==> config.mk <==
export PLATFORM = sky130hd
export DESIGN_NAME = imem_boot_loader
export DESIGN_NICKNAME = d
export VERILOG_FILES = /design/src/rtl/imem_boot_loader.sv
export SDC_FILE = /design/constraint.sdc
export NUM_CORES = 1
export LEC_CHECK = 0
export BUFFER_PORTS_ARGS = -buffer_cell sky130_fd_sc_hd__buf_2
export CAP_MARGIN = 40
export CORE_UTILIZATION = 45
export DETAILED_ROUTE_END_ITERATION = 16
export PLACE_DENSITY = 0.74
export SYNTH_ARGS = -nofsm -noshare
export SYNTH_HDL_FRONTEND = slang
export SYNTH_SLANG_ARGS = --single-unit
==> constraint.sdc <==
create_clock -name clk -period 6.95 [get_ports clk]
set_input_delay 1.0425 -clock clk [delete_from_list [all_inputs] [get_ports clk]]
set_output_delay 1.0425 -clock clk [all_outputs]
set_load 0.005 [all_outputs]
==> src/rtl/imem_boot_loader.sv <==
// Boot-time loader: holds the core in reset, streams a framed image into instruction memory,
// and releases the core only when the additive checksum matches.
module imem_boot_loader #(
  parameter int unsigned MEM_WORDS = 4096,
  parameter int unsigned ADDR_W    = 12
) (
  input  logic              clk,
  input  logic              rst_n,
  input  logic              load_req,
  input  logic              s_valid,
  output logic              s_ready,
  input  logic [31:0]       s_data,
  output logic              imem_we,
  output logic [ADDR_W-1:0] imem_addr,
  output logic [31:0]       imem_wdata,
  output logic              cpu_rst_n,
  output logic              busy,
  output logic              error,
  output logic [ADDR_W:0]   words_loaded
);

  typedef enum logic [2:0] {StIdle, StHdr, StData, StCsum, StRun, StErr} state_e;

  state_e              state_q, state_d;
  logic [ADDR_W:0]     count_q, count_d;
  logic [ADDR_W:0]     wl_q, wl_d;
  logic [31:0]         sum_q, sum_d;
  logic                we_q, we_d;
  logic [ADDR_W-1:0]   addr_q, addr_d;
  logic [31:0]         wdata_q, wdata_d;
  logic                xfer;
  logic [ADDR_W:0]     wl_inc;

  assign busy    = (state_q == StHdr) || (state_q == StData) || (state_q == StCsum);
  assign s_ready = busy;
  assign xfer    = s_valid && s_ready;
  assign wl_inc  = wl_q + (ADDR_W + 1)'(1);

  always_comb begin
    state_d = state_q;
    count_d = count_q;
    wl_d    = wl_q;
    sum_d   = sum_q;
    we_d    = 1'b0;
    addr_d  = addr_q;
    wdata_d = wdata_q;
    // A new request wins over any same-cycle word, which is dropped.
    if (load_req) begin
      state_d = StHdr;
      wl_d    = '0;
      sum_d   = '0;
    end else begin
      unique case (state_q)
        StHdr: begin
          if (xfer) begin
            if (s_data == 32'd0 || s_data > 32'(MEM_WORDS)) begin
              state_d = StErr;
            end else begin
              count_d = s_data[ADDR_W:0];
              sum_d   = '0;
              wl_d    = '0;
              state_d = StData;
            end
          end
        end
        StData: begin
          if (xfer) begin
            we_d    = 1'b1;
            addr_d  = wl_q[ADDR_W-1:0];
            wdata_d = s_data;
            wl_d    = wl_inc;
            sum_d   = sum_q + s_data;
            if (wl_inc == count_q) state_d = StCsum;
          end
        end
        StCsum: begin
          if (xfer) state_d = (s_data == sum_q) ? StRun : StErr;
        end
        StIdle, StRun, StErr: ;
        default: state_d = StIdle;
      endcase
    end
  end

  always_ff @(posedge clk or negedge rst_n) begin
    if (!rst_n) begin
      state_q <= StIdle;
      count_q <= '0;
      wl_q    <= '0;
      sum_q   <= '0;
      we_q    <= 1'b0;
      addr_q  <= '0;
      wdata_q <= '0;
    end else begin
      state_q <= state_d;
      count_q <= count_d;
      wl_q    <= wl_d;
      sum_q   <= sum_d;
      we_q    <= we_d;
      addr_q  <= addr_d;
      wdata_q <= wdata_d;
    end
  end

  assign imem_we      = we_q;
  assign imem_addr    = addr_q;
  assign imem_wdata   = wdata_q;
  assign cpu_rst_n    = (state_q == StRun);
  assign error        = (state_q == StErr);
  assign words_loaded = wl_q;

endmodule

# Yosys cells after proc, flatten, opt, wreduce, memory -nomap -nowiden
# Cells that the tools add are included.
classes:
  n_eq_ne: 13
  magnitude_cmp: 1
  reduce_logical: 12
  mux: 21
  add_sub_neg: 2
  bitwise_logic: 2
ops:
  columns: ["operator", "count"]
  rows:
  - ["32-bit 2-to-1 mux", 4]
  - ["32-bit one-hot mux with 2 select lines", 1]
  - ["13-bit 2-to-1 mux", 4]
  - ["32-bit adder", 1]
  - ["32-bit == test", 1]
  - ["32-bit by 13-bit greater-than comparator with 1-bit output, second input constant", 1]
  - ["32-bit logical NOT", 1]
  - ["13-bit one-hot mux with 2 select lines", 1]
  - ["3-bit 2-to-1 mux", 6]
  - ["13-bit by 1-bit adder with 13-bit output, second input constant", 1]
  - ["13-bit == test", 1]
  - ["3-bit != test, second input constant", 4]
  - ["3-bit one-hot mux with 4 select lines", 1]
  - ["4-bit AND reduction", 2]
  - ["3-bit by 2-bit == test with 1-bit output, second input constant", 2]
  - ["3-bit == test, second input constant", 2]
  - ["5-bit AND reduction", 1]
  - ["1-bit 2-to-1 mux", 4]
  - ["3-bit by 1-bit == test with 1-bit output, second input constant", 1]
  - ["3-bit logical NOT", 1]
  - ["1-bit logical OR", 3]
  - ["3-bit by 2-bit != test with 1-bit output, second input constant", 1]
  - ["3-bit AND reduction", 1]
  - ["3-bit nonzero test", 1]
  - ["4 further kinds", 5]
word_totals:
  ff_bits: 106

# Longest topological paths before layout
# Gate-level depths: netlist of the first run.
depth:
  ltp_word: 7
  ltp_mapped: 11
  depth_no_buf: 11

# Worst setup path before layout of the first run
# OpenSTA, ideal clock, no wires.
synth_path:
  kind: "input to register"
  startpoint: "in s_data[0]"
  endpoint: "reg sum_q[22]"
  n_path_buf: 0
  t_arrival_ns: 3.147
  setup_slack_ns: 3.673
  setup_ns: 0.130
  path_stages: 10
  cell_sequence: "ha_1 -> fa_1 -> a211oi_1 -> o21a_1 -> o22ai_1 -> and4_1 -> or3_1 -> a21oi_1 -> xnor2_1 -> o21ai_1"
synth_via:
  elab_chain_len: 4
synth_rtl:
  columns: ["item", "line_no", "text"]
  rows:
  - ["start, declared", "12", "input logic [31:0] s_data,"]
  - ["32-bit adder, or another cell as far along", "72", "sum_d = sum_q + s_data;"]
  - ["32-bit 2-to-1 mux / 1-bit logical OR (equally long branches)", "67, 56", null]
  - ["32-bit one-hot mux with 2 select lines / 3-bit != test (equally long branches)", null, null]
  - ["32-bit 2-to-1 mux / 4-bit AND reduction (equally long branches)", null, null]
  - ["end signal, assigned", "98", "sum_q <= sum_d;"]
  - ["end, declared", "27", "logic [31:0] sum_q, sum_d;"]
# Several ways; a longest one is shown, not always the timed one. The select of a mux whose other input is x is not followed.
# A chain may end at the register's enable or synchronous reset.

# Final worst setup path of the first run
layout_path:
  startpoint: "in s_data[8]"
  endpoint: "reg sum_q[30]"
# Same word-level chain as after synthesis.

==> impl_metrics.tcl, run 1 <==
set metrics [dict create \
    outcome "finished clean" \
    numPortBuffers 97 \
    grtUsageTotal 0.2243 \
    p_leak_uw 0.003685 \
    finalMaxSlewViolations 0 \
    cts_sinks 106 \
    first_pass_iters 4 \
    worstReg2RegStart "sum_q[3]$_DFFE_PN0P_" \
    min_period_ns 3.339 \
    area_delta_synth_final_pct 14.71 \
    holdPathStages 2 \
    holdBufCountCts 0 \
    yosys.area.top_type "dfrtp_1" \
    num_antenna_cells 0 \
    rsz0062_at_grt "false" \
    synth_top_area_frac 0.4277 \
    pwr-share-comb 0.076 \
    cts_inserted_buffers 9 \
    initial_utilization 0.4647 \
    io_pins 98 \
    finalHoldViolations 0 \
    die_w_um 119.4 \
    crit_path_start_kind "input pin" \
    antenna_found_initial 0 \
    vias 5289 \
    synth-edff-count 0 \
    endpoint_kind "flip-flop" \
    grt_pass1_wl_um 25140 \
    cap_violations 0 \
    insertion_delay_ns 0.35 \
    postCtsSetupBuffers 0 \
    cts.repair.resized 0 \
    reg2reg_depth 10 \
    cp_max_fo 6 \
    cts_tree "built" \
    placed_cells 948 \
    relSlewSlack 0.4588 \
    yosys_warnings 0 \
    synth_seq_area_share 0.4277 \
    setup_viol 0 \
    viasPerCell 5.487 \
    synthArstFlopShare 1.000 \
    crit_required_ns 7.22 \
    reg2reg_slack_ns 4.05 \
    hold_slack_ns 0.4669 \
    htreeDepth 3 \
    dpl.hpwl_um 10690 \
    ys_seq_elements 106 \
    netlist_area_mm2 0.006202 \
    fmax_mhz 299.5 \
    routabilityCongestion 0.8666 \
    drc 0 \
    grt_pass1_vias 5066 \
    clock_path_buffers 2 \
    synth_area_leaders "dfrtp_1 43%, nand2_1 12%, ha_1 6.5%, xnor2_1 4.4%, o21ai_0 4.1%" \
    postSynthAreaPerCell_um2 8.760 \
    seqPwrFrac 0.505 \
    synth_flop_cell "dfrtp_1" \
    dp_slack_ns 3.251 \
    p_per_area_mw_per_mm2 172.5 \
    holdPathEnd "imem_wdata[27]$_DFFE_PN0P_" \
    crit_type "input pin to flip-flop" \
    tightest_slew_ns 0.8118 \
    stdcell_count 964 \
    fin_crit_sh 0.4804 \
    timing.final.ws_setup_ns 3.611 \
    synthCells 708 \
    grt_start_max_net_pins 78 \
    drt_iter0_markers 308 \
    routed_wl_um 15090 \
    antenna_left 0 \
    wl_per_cell_um 15.66 \
    synthesis.nets 777 \
    layout-drive-gt1-share 0.1878 \
    crit_arrival_ns 3.60 \
    yosysUniqueCellTypes 61 \
    grt-ovfl-total 0 \
    ir_drop_mv 0.1306 \
    p_switching_uw 297.4 \
    clk_pin_slew_ns 0.06 \
    hold_class "flip-flop to flip-flop" \
    core_area_mm2 0.01335 \
    min_from "imem_wdata[27]$_DFFE_PN0P_" \
    die_y_um 119.4 \
    nets 852 \
    clock-root-buffer "clkbuf_16" \
    tns_ns 0 \
    r2r_end "sum_q[23]$_DFFE_PN0P_" \
    skew_ns 0.009696 \
    dieArea_mm2 0.01426 \
    fin_util 0.5330 \
    power_frac_clock 0.418 \
    placementRows 42 \
    swShare 0.2423 \
    p_int_uw 929.7 \
]
-- cell usage in the layout, fill, tap and decap left out, drive strengths merged, types with 8 or more instances in the layout --
| cell | count |
|---|---|
| nand2 | 192 |
| dfrtp | 106 |
| buf | 102 |
| o21ai | 60 |
| ha | 32 |
| xnor2 | 31 |
| nor2 | 30 |
| a21oi | 29 |
| xor2 | 19 |
| nor4 | 19 |
| inv | 16 |
| mux2 | 14 |
| o31ai | 12 |
| a21o | 11 |
| clkbuf | 11 |
| nand4 | 9 |
| nand3 | 9 |
| a211oi | 8 |
-- per-layer routing --
layer  track usage  up-vias  part of all wire
met2        0.3695      139              0.48
met3       0.05268       16             0.052
li1              -     2615                 -
met5             0        -                 0
met1        0.2967     2519              0.46
met4       0.05703        0             0.014
-- critical path: stages --
cell,delay [ns]
buf_2,0.15
ha_1,0.43
nand3_1,0.17
or3_1,0.37
o22ai_1,0.30
and4_1,0.29
nor2_1,0.05
a21oi_1,0.35
a211oi_1,0.15
xor2_1,0.16
o21ai_1,0.14
-- cells by family (layout without fill, tap and decap cells) --
| family | count (synthesis) | in the layout | share of synthesized area |
|---|---|---|---|
| AO/OA/AOI/OAI | 157 | 157 | 0.1646 |
| multiplexers | 15 | 15 | 0.02703 |
| flip-flops | 106 | 106 | 0.4277 |
| XOR/XNOR | 50 | 50 | 0.07061 |
| buffers and inverters | 52 | 132 | 0.03228 |
| AND/OR/NAND/NOR | 295 | 295 | 0.2100 |
| adder cells (fa/ha/maj) | 33 | 33 | 0.06778 |
-- power by group through the flow --
stage / sequential [uW] / clock [uW] / combinational [uW]
after global routing: 620 / 551 / 105
after floorplan: 630 / 0 / 48.2
after CTS: 620 / 531 / 95.2
after detailed placement: 632 / 0 / 94.8
final: 620 / 513 / 93.8
after global placement: 632 / 0 / 94.2
-- registers in the layout (all words and copies together), names as in the netlist --
| signal | count |
|---|---|
| imem_wdata | 32 |
| sum_q | 32 |
| count_q | 13 |
| words_loaded | 13 |
| imem_addr | 12 |
| state_q | 3 |
| imem_we | 1 |
-- worst max-delay path by stage --
stage                from                      end  slack (ns)
6_report        s_data[8]    sum_q[30]$_DFFE_PN0P_        3.61
5_1_grt         s_data[8]    sum_q[30]$_DFFE_PN0P_        3.40
4_1_cts         s_data[8]    sum_q[30]$_DFFE_PN0P_        3.62
3_5_place_dp    s_data[8]    sum_q[30]$_DFFE_PN0P_        3.25
3_3_place_gp   s_data[13]  count_q[11]$_DFFE_PN0P_        3.23
2_1_floorplan   s_data[0]    sum_q[22]$_DFFE_PN0P_        3.67
-- synth_stat cells (4+ instances only) --
| library cell | number |
|---|---|
| nand2_1 | 192 |
| dfrtp_1 | 106 |
| o21ai_0 | 51 |
| clkbuf_1 | 34 |
| ha_1 | 32 |
| xnor2_1 | 31 |
| nor2_1 | 29 |
| a21oi_1 | 27 |
| nor4_1 | 19 |
| xor2_1 | 19 |
| inv_1 | 14 |
| mux2_2 | 14 |
| o31ai_1 | 12 |
| a21o_1 | 11 |
| nand3_1 | 9 |
| nand4_1 | 9 |
| o21ai_1 | 9 |
| a211oi_1 | 7 |
| and3_1 | 6 |
| a31oi_1 | 5 |
| o21a_1 | 5 |
| nand2b_1 | 4 |
| nor3_1 | 4 |
| or3_1 | 4 |
-- stage by stage --
step	area [um2]	power (uW)
detailed placement	6820	726.5
CTS	7114	1245
finish	7114	1227
floorplan	6202	678.6
global route	7114	1276
global placement	6793	726.0
-- layout make-up --
cell class,count,area [um2]
well taps,176,220.2
clock inverters,5,61.31
multi-input cells,550,3357
fillers,1284,6233
repair buffers,102,538.0
inverters,14,52.55
flip-flops and latches,106,2653
clock buffers,11,232.7
No activity file was read; power rests on OpenSTA's default activity.
==> inputs of run 2 (changes only) <==
--- a/config.mk
+++ b/config.mk
@@ -9,7 +9,7 @@
 export CAP_MARGIN = 40
 export CORE_UTILIZATION = 45
 export DETAILED_ROUTE_END_ITERATION = 16
-export PLACE_DENSITY = 0.74
+export PLACE_DENSITY = 0.76
 export SYNTH_ARGS = -nofsm -noshare
 export SYNTH_HDL_FRONTEND = slang
 export SYNTH_SLANG_ARGS = --single-unit
==> constraint.sdc (replaced) <==
create_clock -name clk -period 2.9 [get_ports clk]
set_input_delay 0.435 -clock clk [delete_from_list [all_inputs] [get_ports clk]]
set_output_delay 0.435 -clock clk [all_outputs]
set_load 0.005 [all_outputs]
==> run 2 against run 1 <==
Die area did not move. Flip-flop and latch count did not move. Via count rose by 3.9%. Total power rose by 140%. Clock skew fell by 0.0013 ns. Sequential share of layout area fell by 1.7 points.
==> impl_metrics.tcl, run 2 (synthesis gave the netlist of run 1 again) <==
set metrics [dict create \
    fin_total_pwr_uw 2949 \
    cts_tree "built" \
    reg2reg_slack_ns 0.14 \
    stdcell_count 1004 \
    area_delta_synth_final_pct 20.21 \
    clk_pin_slew_ns 0.07 \
    worstReg2RegStart "sum_q[3]$_DFFE_PN0P_" \
    layout-drive-gt1-share 0.2297 \
    antenna_found_initial 1 \
    first_pass_iters 5 \
    initial_utilization 0.4647 \
    worst_path_max_delay_cell "dfrtp_1" \
    tightest_slew_ns 0.8344 \
    placed_cells 988 \
    routabilityCongestion 0.9510 \
    grt_pass1_wl_um 26640 \
    final_common_cell "nand2_1" \
    grt_start_max_net_pins 78 \
    fin_crit_sh 0.9528 \
    crit_arrival_ns 2.96 \
    dieArea_mm2 0.01426 \
    grt_pass1_vias 5358 \
    cp_max_fo 4 \
    holdBufCountCts 0 \
    min_period_ns 2.763 \
    crit_chain "ha_1 -> a21o_1 -> a21oi_1 -> a211oi_2 -> o41ai_2 -> buf_4 -> a21oi_2 -> a31oi_1 -> o31ai_1 -> xnor2_1 -> o21ai_1" \
    grt-ovfl-total 0 \
    htreeDepth 3 \
    max_stage_delay_ns 0.39 \
    crit_path_start_kind "flip-flop" \
    setup_viol 0 \
    cts_sinks 106 \
    r2r_end "sum_q[19]$_DFFE_PN0P_" \
    die_y_um 119.4 \
    finalHoldViolations 0 \
    skew_ns 0.008369 \
    wl_per_cell_um 15.74 \
    numPortBuffers 97 \
    dpl.hpwl_um 11420 \
    crit_required_ns 3.10 \
    insertion_delay_ns 0.36 \
    drc 0 \
    ir_drop_mv 0.4599 \
    p_per_area_mw_per_mm2 395.5 \
    routed_wl_um 15800 \
    finalMaxSlewViolations 0 \
    die_w_um 119.4 \
    crit_type "flip-flop to flip-flop" \
    rsz0062_at_grt "false" \
    core_area_mm2 0.01335 \
    nets 893 \
    io_pins 98 \
    cts_inserted_buffers 9 \
    clock_path_buffers 2 \
    clock-root-buffer "clkbuf_16" \
    vias 5493 \
    endpoint_kind "flip-flop" \
    placementRows 42 \
    hold_class "input pin to asynchronous set/reset pin" \
    viasPerCell 5.471 \
    grtUsageTotal 0.2371 \
    drt_iter0_markers 327 \
    outcome "finished clean" \
    final_cell_mix "192 x nand2_1, 106 x dfrtp_1, 96 x buf_2" \
    fmax_mhz 361.9 \
    relSlewSlack 0.4425 \
    antenna_left 0 \
    p_leak_uw 0.003888 \
    cap_violations 0 \
    reg2reg_depth 11 \
]
[run 2: changes by cell type in the layout (fill, tap and decap cells not counted), sizes merged]
| cell | delta |
|---|---|
| buf | +41 |
| inv | -2 |
| clkbuf | -1 |
| diode | +1 |
| clkinvlp | +1 |
[run 2: metrics by stage]
step / utilization / instance area [um2] / hold WS [ns] / setup WS [ns] / TNS [ns]
after global routing: 0.5584 / 7453 / 0.03114 / 0.008289 / 0
after detailed placement: 0.5353 / 7146 / 0.4040 / -0.001756 / -0.001756
after floorplan: - / 6202 / 0.1394 / 0.2306 / 0
final: 0.5586 / 7456 / 0.01047 / 0.1369 / 0
after global placement: 0.5353 / 7146 / 0.4042 / 0.05206 / 0
after CTS: 0.5566 / 7430 / 0.01296 / 0.1916 / 0
[run 2: how the worst max path moves through the flow]
stage | from | cells after the start | endpoint
2_1_floorplan | s_data[0] | 10 | sum_q[22]$_DFFE_PN0P_
3_3_place_gp | s_data[0] | 11 | sum_q[22]$_DFFE_PN0P_
3_5_place_dp | s_data[4] | 11 | sum_q[17]$_DFFE_PN0P_
4_1_cts | sum_q[0]$_DFFE_PN0P_ | 11 | sum_q[30]$_DFFE_PN0P_
5_1_grt | sum_q[0]$_DFFE_PN0P_ | 11 | sum_q[28]$_DFFE_PN0P_
6_report | sum_q[3]$_DFFE_PN0P_ | 11 | sum_q[19]$_DFFE_PN0P_
[run 2: layout make-up]
cell class	instances	area, um2
Tap cell	176	220.2
Inverter	14	52.55
Clock inverter	4	55.05
Antenna cell	1	2.502
Sequential cell	106	2653
Multi-Input combinational cell	550	3373
Clock buffer	10	229.0
Fill cell	1253	5892
Timing Repair Buffer	143	870.8
[run 2: power by group]
group / leakage, uW / switching, uW / internal (uW)
Clock: 0.000135 / 542 / 663
Combinational: 0.00228 / 162 / 96.0
Sequential: 0.00148 / 5.65 / 1480
[run 2: critical path: cells and delay by family, from the launching register on]
| kind | cells | cell delay, ns |
|---|---|---|
| xor gates and xnor gates | 1 | 0.18 |
| AOI/OAI and AO/OA | 8 | 1.50 |
| DFF | 1 | 0.39 |
| adders and majority gates | 1 | 0.34 |
| buffers and inverters | 1 | 0.19 |
[run 2: repair_timing]
action | in CTS | in global routing
setup buffers | 0 | 1
endpoints found under the setup margin | 0 | 3
gates resized for setup | 0 | 3
[run 2: per-layer routing]
metal  global-route usage  up-vias  wire (um)
met2               0.3943      153       7466
met5                    0        -          0
met4              0.06875        0        297
met1               0.3065     2610       7187
met3              0.05651       29        848
li1                     -     2701          -
